### src/rtl/psum_accumulator_pkg.sv
// Shared constants, row types and the saturating accumulate helper for the
// partial-sum accumulator that follows the systolic array.
package psum_accumulator_pkg;

    localparam int SYS_COLS     = 3;
    localparam int P_BITWIDTH   = 32;
    localparam int ACC_BITWIDTH = P_BITWIDTH + 8;
    localparam int A_BITWIDTH   = 8;
    localparam int ACC_DEPTH    = 16;
    localparam int ROWS_W       = $clog2(ACC_DEPTH + 1);
    localparam int ROW_W        = $clog2(ACC_DEPTH);

    typedef logic signed [ACC_BITWIDTH-1:0] acc_t;
    typedef logic signed [A_BITWIDTH-1:0]   act_t;

    typedef logic [SYS_COLS-1:0][P_BITWIDTH-1:0]   psum_row_t;
    typedef logic [SYS_COLS-1:0][ACC_BITWIDTH-1:0] acc_row_t;
    typedef logic [SYS_COLS-1:0][A_BITWIDTH-1:0]   act_row_t;

    localparam acc_t ACC_MAX = {1'b0, {(ACC_BITWIDTH-1){1'b1}}};
    localparam acc_t ACC_MIN = {1'b1, {(ACC_BITWIDTH-1){1'b0}}};

    function automatic acc_t sext_psum(input logic [P_BITWIDTH-1:0] p);
        return {{(ACC_BITWIDTH-P_BITWIDTH){p[P_BITWIDTH-1]}}, p};
    endfunction

    // One guard bit is enough to detect overflow of a two-operand add.
    function automatic acc_t sat_add(input acc_t a, input acc_t b);
        logic [ACC_BITWIDTH:0] s;
        s = {a[ACC_BITWIDTH-1], a} + {b[ACC_BITWIDTH-1], b};
        if (s[ACC_BITWIDTH] != s[ACC_BITWIDTH-1])
            return s[ACC_BITWIDTH] ? ACC_MIN : ACC_MAX;
        return s[ACC_BITWIDTH-1:0];
    endfunction

endpackage

### src/rtl/requant_lane.sv
// Combinational requantisation of one accumulator lane: optional ReLU,
// round-half-up arithmetic right shift, saturation to activation width.
module requant_lane
    import psum_accumulator_pkg::*;
(
    input  acc_t       acc,
    input  logic [4:0] shift,
    input  logic       relu,
    output act_t       act
);

    localparam int W = ACC_BITWIDTH + 1;
    typedef logic signed [W-1:0] wide_t;

    localparam wide_t ACT_MAX = wide_t'(2**(A_BITWIDTH-1) - 1);
    localparam wide_t ACT_MIN = wide_t'(-(2**(A_BITWIDTH-1)));

    wide_t clamped;
    wide_t half;
    wide_t rounded;
    wide_t shifted;

    always_comb begin
        clamped = (relu && acc[ACC_BITWIDTH-1]) ? '0 : wide_t'(acc);
        // Half LSB of the shifted result; collapses to zero when shift is 0.
        half    = (wide_t'(1) << shift) >>> 1;
        rounded = clamped + half;
        shifted = rounded >>> shift;
        if (shifted > ACT_MAX)
            act = ACT_MAX[A_BITWIDTH-1:0];
        else if (shifted < ACT_MIN)
            act = ACT_MIN[A_BITWIDTH-1:0];
        else
            act = shifted[A_BITWIDTH-1:0];
    end

endmodule

### src/rtl/psum_accumulator.sv
// Accumulates per-column partial sums across K-tiles into a row buffer and
// streams requantised rows out on the last K-tile.
module psum_accumulator
    import psum_accumulator_pkg::*;
(
    input  logic              clk,
    input  logic              rst,
    input  logic [ROWS_W-1:0] cfg_rows,
    input  logic [4:0]        cfg_shift,
    input  logic              cfg_relu,
    input  logic              in_valid,
    output logic              in_ready,
    input  psum_row_t         in_data,
    input  logic              in_first,
    input  logic              in_last,
    output logic              out_valid,
    input  logic              out_ready,
    output act_row_t          out_data,
    output logic [ROW_W-1:0]  out_row,
    output logic              tile_done
);

    acc_row_t          row_buf [ACC_DEPTH];
    logic [ROW_W-1:0]  row_ptr;
    logic [ROWS_W-1:0] rows_eff;
    logic              last_row;
    logic              accept;
    logic              idle;
    acc_row_t          sum_row;
    act_row_t          post_row;

    assign rows_eff = (cfg_rows == '0 || cfg_rows > ROWS_W'(ACC_DEPTH))
                      ? ROWS_W'(ACC_DEPTH) : cfg_rows;
    assign last_row = (ROWS_W'(row_ptr) == rows_eff - ROWS_W'(1));
    assign in_ready = !out_valid || out_ready;
    assign accept   = in_valid && in_ready;
    assign idle     = (row_ptr == '0) && !out_valid;

    // Read-modify-write of the current row happens within the accept cycle.
    always_comb begin
        sum_row = '0;
        for (int c = 0; c < SYS_COLS; c++) begin
            if (in_first)
                sum_row[c] = sext_psum(in_data[c]);
            else
                sum_row[c] = sat_add(row_buf[row_ptr][c], sext_psum(in_data[c]));
        end
    end

    for (genvar c = 0; c < SYS_COLS; c++) begin : g_lane
        requant_lane u_requant (
            .acc   (sum_row[c]),
            .shift (cfg_shift),
            .relu  (cfg_relu),
            .act   (post_row[c])
        );
    end

    always_ff @(posedge clk or negedge rst) begin
        if (!rst) begin
            row_ptr   <= '0;
            out_valid <= 1'b0;
            out_data  <= '0;
            out_row   <= '0;
            tile_done <= 1'b0;
            for (int r = 0; r < ACC_DEPTH; r++)
                row_buf[r] <= '0;
        end else begin
            tile_done <= accept && in_last && last_row;
            if (accept) begin
                row_buf[row_ptr] <= sum_row;
                row_ptr          <= last_row ? '0 : row_ptr + ROW_W'(1);
            end
            if (accept && in_last) begin
                out_valid <= 1'b1;
                out_data  <= post_row;
                out_row   <= row_ptr;
            end else if (out_ready) begin
                out_valid <= 1'b0;
            end
        end
    end

    // Configuration may only move while no tile is in flight.
    cfg_stable_when_busy : assert property (
        @(posedge clk) disable iff (!rst)
        !idle |-> $stable({cfg_rows, cfg_shift, cfg_relu})
    );

endmodule

### config.mk
export PLATFORM = sky130hd
export DESIGN_NAME = psum_accumulator
export DESIGN_NICKNAME = d
export VERILOG_FILES = /design/src/rtl/psum_accumulator_pkg.sv /design/src/rtl/requant_lane.sv /design/src/rtl/psum_accumulator.sv
export SDC_FILE = /design/constraint.sdc
export NUM_CORES = 2
export LEC_CHECK = 0
export CORE_UTILIZATION = 55
export CTS_CLUSTER_SIZE = 25
export DETAILED_ROUTE_END_ITERATION = 7
export PLACE_DENSITY_LB_ADDON = 0.25
export SYNTH_ARGS = -nofsm -noshare
export SYNTH_HDL_FRONTEND = slang
export SYNTH_SLANG_ARGS = --single-unit
### constraint.sdc
create_clock -name clk -period 11.75 [get_ports clk]
set_clock_uncertainty 0.15 [all_clocks]
set_input_delay 1.175 -clock clk [delete_from_list [all_inputs] [get_ports clk]]
set_output_delay 1.175 -clock clk [all_outputs]
set_load 0.01 [all_outputs]
# ---- After elaboration in Yosys (flattened, before gate mapping)
# Index checks and enable logic that the tools add are counted.
dict set report word_totals {
  reg_bits 1954
  out_inout_bits 31
  wordCells 130
}
dict set report classes {
  n_addsub 8
  order_cmp 9
  n_eq_ne 4
  shifts 4
  muxes 37
  bitwise_logic 1
  reduce_logical 12
}
# op count
set ops {}
lappend ops {{bitwise mux 1920 bit} 1}
lappend ops {{binary-select mux 120 bit (select 4 bit)} 1}
lappend ops {{demux 120 bit (select 4 bit)} 1}
lappend ops {{two-way mux 40 bit} 12}
lappend ops {{two-way mux 120 bit} 3}
lappend ops {{adder 40 x 32 -> 41 bit} 3}
lappend ops {{adder 41 x 40 -> 41 bit} 3}
lappend ops {{greater-than comparator 41 x 8 -> 1 bit, second input constant} 3}
lappend ops {{less-than comparator 41 x 8 -> 1 bit, second input constant} 3}
lappend ops {{two-way mux 41 bit} 3}
lappend ops {{>>> shifter 41 x 5 -> 41 bit} 3}
lappend ops {{two-way mux 8 bit} 6}
lappend ops {{<< shifter 1 x 5 -> 41 bit, first input constant} 1}
lappend ops {{two-way mux 1 bit} 8}
lappend ops {{logical AND 1 bit} 7}
lappend ops {{equality test 4 x 5 -> 1 bit} 1}
lappend ops {{>= comparator 5 bit, second input constant} 1}
lappend ops {{greater-than comparator 5 bit, second input constant} 1}
lappend ops {{logical NOT 5 bit} 1}
lappend ops {{less-than comparator 5 x 1 -> 1 bit, second input constant} 1}
lappend ops {{two-way mux 5 bit} 1}
lappend ops {{NOT 4 -> 5 bit} 1}
lappend ops {{subtractor 5 x 1 -> 5 bit, second input constant} 1}
lappend ops {{adder 4 x 1 -> 4 bit, second input constant} 1}
lappend ops {{other kinds (5)} 8}

# ---- Logic depth before layout (Yosys ltp)
dict set report depth {
  word_depth 17
  depth_mapped 45
  ltp_nobuf 39
}

# ---- Hierarchy
# Synthesis repeated with hierarchy kept, for this count alone.
dict set report hier_totals {
  cells_unflattened 11570
  area_unflattened_um2 112683.1
}
# module instances cells_per_inst area_per_inst_um2 seq_area_each_um2
set modules_own_cells {}
lappend modules_own_cells {psum_accumulator 1 8525 92623.8 48896.9}
lappend modules_own_cells {requant_lane 3 1015 6686.4 0.0}

# ---- Worst setup path after synthesis
# No wires, ideal clock.
dict set report synth_path {
  kind {flip-flop to flip-flop}
  from {register row_ptr[0]}
  to {register out_data[10] in the netlist's numbering}
  setup_time_ns 0.146
  arrival_time_ns 10.452
  required_time_ns 11.454
  path_slack_ns 1.002
  stages_incl_launch_ff 40
  cell_sequence {dfrtp_1 > clkbuf_1 > buf_1 > buf_1 > mux4_2 > mux4_2 > ha_1 > clkbuf_1 > a211oi_1 > o21bai_1 > or3_1 > o2111a_1 > nor3_1 > nor2_1 > nand2_1 > clkbuf_1 > a21oi_1 > a21oi_1 > [4 not listed] > a21oi_1 > a2111oi_0 > o21ai_0 > a21oi_1 > o41a_1 > nand2_1 > a21oi_1 > a21oi_1 > or4_1 > clkbuf_1 > mux2i_1 > a211oi_1 > a221oi_1 > or3_1 > nor4b_1 > o2111ai_1 > o31ai_2 > o22ai_1}
}
dict set report synth_between {
  elab_chain_cells 17
  word_cells_on_any_way 20
  classes_between {2 x add/sub; 2 x order compare; 1 x eq/ne; 1 x shift; 12 x mux; 1 x bitwise; 1 x reduce/logical}
}
# element line_no
set synth_lines {}
lappend synth_lines {{start: declaration} psum_accumulator.sv:24} ;# logic [ROW_W-1:0] row_ptr;
lappend synth_lines {{start signal: assignment} psum_accumulator.sv:72} ;# row_ptr <= last_row ? '0 : row_ptr + ROW_W'(1);
lappend synth_lines {{NOT 4 -> 5 bit (implied by the code) (*)} psum_accumulator.sv:46} ;# sum_row[c] = sat_add(row_buf[row_ptr][c], sext_psum(in_data[c]));
lappend synth_lines {{binary-select mux 120 bit (select 4 bit) (*)} psum_accumulator.sv:46}
lappend synth_lines {{two-way mux 120 bit (*) (2 in series)} n/a}
lappend synth_lines {{adder 40 x 32 -> 41 bit (*)} psum_accumulator_pkg.sv:30} ;# s = {a[ACC_BITWIDTH-1], a} + {b[ACC_BITWIDTH-1], b};
lappend synth_lines {{inequality test 1 bit} psum_accumulator_pkg.sv:31} ;# if (s[ACC_BITWIDTH] != s[ACC_BITWIDTH-1])
lappend synth_lines {{two-way mux 1 bit} psum_accumulator_pkg.sv:31}
lappend synth_lines {{two-way mux 1 bit} psum_accumulator.sv:43} ;# if (in_first)
lappend synth_lines {{two-way mux 40 bit (*)} psum_accumulator_pkg.sv:33} ;# return s[ACC_BITWIDTH-1:0];
lappend synth_lines {{two-way mux 40 bit (*)} psum_accumulator.sv:43}
lappend synth_lines {{logical AND 1 bit} requant_lane.sv:24} ;# clamped = (relu && acc[ACC_BITWIDTH-1]) ? '0 : wide_t'(acc);
lappend synth_lines {{two-way mux 41 bit (*)} requant_lane.sv:24}
lappend synth_lines {{adder 41 x 40 -> 41 bit (*)} requant_lane.sv:27} ;# rounded = clamped + half;
lappend synth_lines {{>>> shifter 41 x 5 -> 41 bit (*)} requant_lane.sv:28} ;# shifted = rounded >>> shift;
lappend synth_lines {{less-than comparator 41 x 8 -> 1 bit} requant_lane.sv:31} ;# else if (shifted < ACT_MIN)
lappend synth_lines {{two-way mux 8 bit} requant_lane.sv:31}
lappend synth_lines {{two-way mux 8 bit (*)} requant_lane.sv:29} ;# if (shifted > ACT_MAX)
lappend synth_lines {{end signal: assignment} psum_accumulator.sv:76} ;# out_data <= post_row;
lappend synth_lines {{end: declaration} psum_accumulator.sv:18} ;# output act_row_t out_data,
# Every way passes the cells marked *; elsewhere a longest branch is shown, timed or not. The select of a mux whose other input is x is not followed.
# A chain may end at the register's enable or synchronous reset.

# ---- Worst setup path after layout
dict set report layout_path {
  from {register row_ptr[0]}
  to {register out_data[18] in the netlist's numbering}
}
dict set report layout_between {
  elab_chain_cells 17
  word_cells_on_any_way 20
  classes_between {2 x add/sub; 2 x order compare; 1 x eq/ne; 1 x shift; 12 x mux; 1 x bitwise; 1 x reduce/logical}
}
# element line_no
set layout_lines {}
lappend layout_lines {{NOT 4 -> 5 bit (implied by the code) (*)} psum_accumulator.sv:46}
lappend layout_lines {{binary-select mux 120 bit (select 4 bit) (*)} psum_accumulator.sv:46}
lappend layout_lines {{two-way mux 120 bit (implied by the code) (*) (2 in series)} psum_accumulator.sv:46}
lappend layout_lines {{adder 40 x 32 -> 41 bit (*)} psum_accumulator_pkg.sv:30}
lappend layout_lines {{inequality test 1 bit} psum_accumulator_pkg.sv:31}
lappend layout_lines {{two-way mux 1 bit} psum_accumulator_pkg.sv:31}
lappend layout_lines {{two-way mux 1 bit} psum_accumulator.sv:43}
lappend layout_lines {{two-way mux 40 bit (*)} psum_accumulator_pkg.sv:33}
lappend layout_lines {{two-way mux 40 bit (*)} psum_accumulator.sv:43}
lappend layout_lines {{logical AND 1 bit} requant_lane.sv:24}
lappend layout_lines {{two-way mux 41 bit (*)} requant_lane.sv:24}
lappend layout_lines {{adder 41 x 40 -> 41 bit (*)} requant_lane.sv:27}
lappend layout_lines {{>>> shifter 41 x 5 -> 41 bit (*)} requant_lane.sv:28}
lappend layout_lines {{less-than comparator 41 x 8 -> 1 bit} requant_lane.sv:31}
lappend layout_lines {{two-way mux 8 bit} requant_lane.sv:31}
lappend layout_lines {{two-way mux 8 bit (*)} requant_lane.sv:29}
# Marks and branches as above.

==> flow_summary_export.csv <==
group,metric,value,unit
sta,rsz0062_at_grt,"false",
sta,setup_slack,0.516,ns
worst_setup_path,crit_required,12.39,ns
global_route,globalRouteOverflowTotal,0,
worst_setup_path,cpPeakStageDelay,0.63,ns
placed_design,port_buffers,143,
route,firstDrtPassIters,8,
floorplanning,boundaryPins,144,
global_route,grtUsageTotal,0.363,
synthesis,synthTopCellsByArea,"dfrtp_1 (46%), mux4_2 (13%), o21ai_0 (10%), nand2_1 (8.0%), clkbuf_1 (3.0%)",
cts,cts_root_buffer,"clkbuf_16",
synthesis,yosysWarnings,0,
floorplanning,die_h,443,um
run_status,status,"finished, final reports clean",
route,drc,0,
synthesis,yosysSeqAreaShare,0.457,
floorplanning,num_rows,161,
placed_design,place_hpwl,235000,um
sta,relSlewSlack,0.169,
worst_setup_path,crit_fanout,27,
worst_setup_path,rrSetupSlack,0.52,ns
sta,maxSlewViolCount,0,
worst_setup_path,rr_worst_depth,36,
synthesis,syn_area,107000,um2
worst_setup_path,cp_num_buf_inv,5,
worst_setup_path,cpMostUsedCell,"buf_4",
floorplanning,dieWidth,443,um
cts,cts_resized,0,
synthesis,syn_nets,11369,
run,cap_violations,0,
cts,clkSlewWorstSetupHoldPaths,0.07,ns
route,wl,355000,um
worst_setup_path,end_kind,"flop",
worst_setup_path,start_kind,"flop",
sta,setup_tns,0,ns
synthesis,netlist.area_leader.share,0.457,
synthesis,synth_area_per_cell,9.70,um2
cts,cts_tree,"built",
worst_setup_path,critPathKind,"flop to flop",
worst_setup_path,r2r-end,"out_data[18]$_DFFE_PN0P_",
placed_design,pre_cts_slack,0.353,ns
route,vias,88043,
route,vias_per_cell,6.53,
cells_and_area,layout-area-overhead-vs-synth,10.7,%
sta,hold_violations,0,
cts,numCtsBuffers,197,
sta,fmax,89.0,MHz
global_route,grt_pass1_vias,87291,
cells_and_area,final_layout_size_suffix_gt1_frac,0.136,
floorplanning,coreArea,193000,um2
cells_and_area,multi_input_area,54600,um2
synthesis,ys_ff_latch,1954,
sta,tightest_slew,1.24,ns
sta,holdWs,0.0874,ns
cts,worstSkewPairLatency,0.88,ns
synthesis,yosysTopAreaCell,"dfrtp_1",
cts,clk_path_buf_depth,3,
cts,cts.sinks,1954,
cts,post-cts-setup-buffers,0,
sta,period_needed,11.23,ns
sta,setup_viol,0,
sta,min_period_over_period,0.956,
route,drt_iter0_drc,9017,
synthesis,ys.flop_type,"dfrtp_1",
worst_setup_path,crit_slowest_cell,"or4_4",
floorplanning,start_util,0.555,
route,ant_nets,0,
cells_and_area,seqCellArea,48900,um2
floorplanning,dieArea,196000,um2
worst_setup_path,cp.arrival,11.88,ns
synthesis,synth_cell_types,94,
global_route,grt_max_degree,196,
cts,htreeDepth,4,
route,wl_per_cell,26.3,um
global_route,grt_pass1_wl,544000,um
placed_design,gp_congestion,1.04,
synthesis,ys_async_sr_fraction,1.00,
worst_hold_path,hp-class,"input pin to async pin",
cells_and_area,fillerInstances,15850,
cts,holdBufCountCts,0,
synthesis,syn_inst,11031,
worst_setup_path,r2r_start,"row_ptr[0]$_DFFE_PN0P_",
worst_setup_path,critical_path.top_delay_family,"simple AND/OR/NAND/NOR gates",
cells_and_area,nets,11126,
synthesis,synth_enable_flop_cells,0,
global_route,antenna_found_initial,6,
==> worst register-to-register path, delay by kind of cell, from the launching register on <==
kind | cells | cell delay, ns
fa+ha+maj | 2 | 0.78
compound gates | 15 | 3.37
buf+inv | 5 | 1.41
flops | 1 | 0.59
mux | 3 | 1.43
simple gates | 11 | 3.46
==> metrics by stage <==
stage | utilization | cells | cell area (um2)
3_5_place_dp | 0.577 | 13115 | 111000
6_report | 0.614 | 13492 | 119000
2_1_floorplan | - | 11031 | 107000
4_1_cts | 0.614 | 13488 | 118000
3_3_place_gp | 0.577 | 13115 | 111000
5_1_grt | 0.614 | 13490 | 119000
==> how the worst max path moves through the flow <==
| stage | cells after the start | endpoint | startpoint |
|---|---|---|---|
| 2_1_floorplan | 39 | out_data[10]$_DFFE_PN0P_ | row_ptr[0]$_DFFE_PN0P_ |
| 3_3_place_gp | 34 | out_data[0]$_DFFE_PN0P_ | row_ptr[0]$_DFFE_PN0P_ |
| 3_5_place_dp | 34 | out_data[3]$_DFFE_PN0P_ | row_ptr[0]$_DFFE_PN0P_ |
| 4_1_cts | 34 | out_data[0]$_DFFE_PN0P_ | row_ptr[0]$_DFFE_PN0P_ |
| 5_1_grt | 36 | out_data[18]$_DFFE_PN0P_ | row_ptr[0]$_DFFE_PN0P_ |
| 6_report | 36 | out_data[18]$_DFFE_PN0P_ | row_ptr[0]$_DFFE_PN0P_ |
==> cell usage in the layout (no fill, tap or decap), types with 65 or more instances in the layout <==
| cell type | netlist | routed |
|---|---|---|
| a211oi_1 | 122 | 120 |
| a21o_1 | 108 | 108 |
| a21oi_1 | 488 | 483 |
| buf_4 | 1 | 320 |
| clkbuf_16 | 0 | 201 |
| clkdlybuf4s50_1 | 0 | 136 |
| dfrtp_1 | 1954 | 1950 |
| ha_1 | 219 | 219 |
| inv_1 | 76 | 73 |
| mux2_2 | 65 | 65 |
| mux2i_1 | 139 | 139 |
| mux4_2 | 618 | 618 |
| nand2_1 | 2285 | 2269 |
| nand3_1 | 83 | 83 |
| nor2_1 | 509 | 504 |
| nor3_1 | 106 | 98 |
| o21ai_0 | 2149 | 2146 |
| xnor2_1 | 122 | 122 |
==> sequential cells by signal, indices dropped and copies added, names as in the netlist <==
name       count
row_buf     1920
out_data      24
out_row        4
row_ptr        4
out_valid      1
tile_done      1
==> cell families after synthesis <==
logic type | share of synthesized area
muxes | 0.150
adders and majority gates | 0.0283
buffers and inverters | 0.0357
AOI/OAI and AO/OA | 0.184
and+or+nand+nor | 0.130
DFF | 0.457
xor gates and xnor gates | 0.0151
==> synth_stat cells (15+ instances only) <==
master and count:
nand4_1 63, a22oi_1 21, a211o_1 28, nor4_1 24, or4_1 16, xnor2_1 122
or2_2 30, mux2i_1 139, clkbuf_1 854, o211ai_1 61, a211oi_1 122, and4_1 24
and3_1 43, a21o_1 108, nand3_1 83, o21ai_0 2149, o22ai_1 37, o31ai_1 23
mux4_2 618, nor2_1 509, or3_1 31, maj3_1 17, o21bai_1 25, a221oi_1 23
o2111ai_1 18, o21ai_1 29, nor3_1 106, nand2b_1 32, and2_1 39, inv_1 76
o21a_1 61, xor2_1 63, a31oi_1 54, mux2_2 65, ha_1 219, nand2_1 2285
nor2b_1 20, dfrtp_1 1954, a21oi_1 488, buf_1 71, o211a_1 15
==> layer usage <==
metal / track usage / vias up / share of wire
met5: 0 / - / 0.000034
met4: 0.173 / 2 / 0.052
met3: 0.0483 / 830 / 0.067
met2: 0.584 / 3741 / 0.47
met1: 0.490 / 44242 / 0.41
li1: - / 39228 / -
==> cell type report <==
class / count / area share
Antenna cell: 4 / 0.0000844
Tap cell: 2526 / 0.0267
Inverter: 79 / 0.00255
Sequential cell: 1954 / 0.413
Clock inverter: 76 / 0.00923
Multi-Input combinational cell: 8062 / 0.461
Clock buffer: 297 / 0.0504
Timing Repair Buffer: 494 / 0.0378
Power is not shown: default switching activity piles up to over one toggle a cycle in this logic, so the estimate is an artifact.
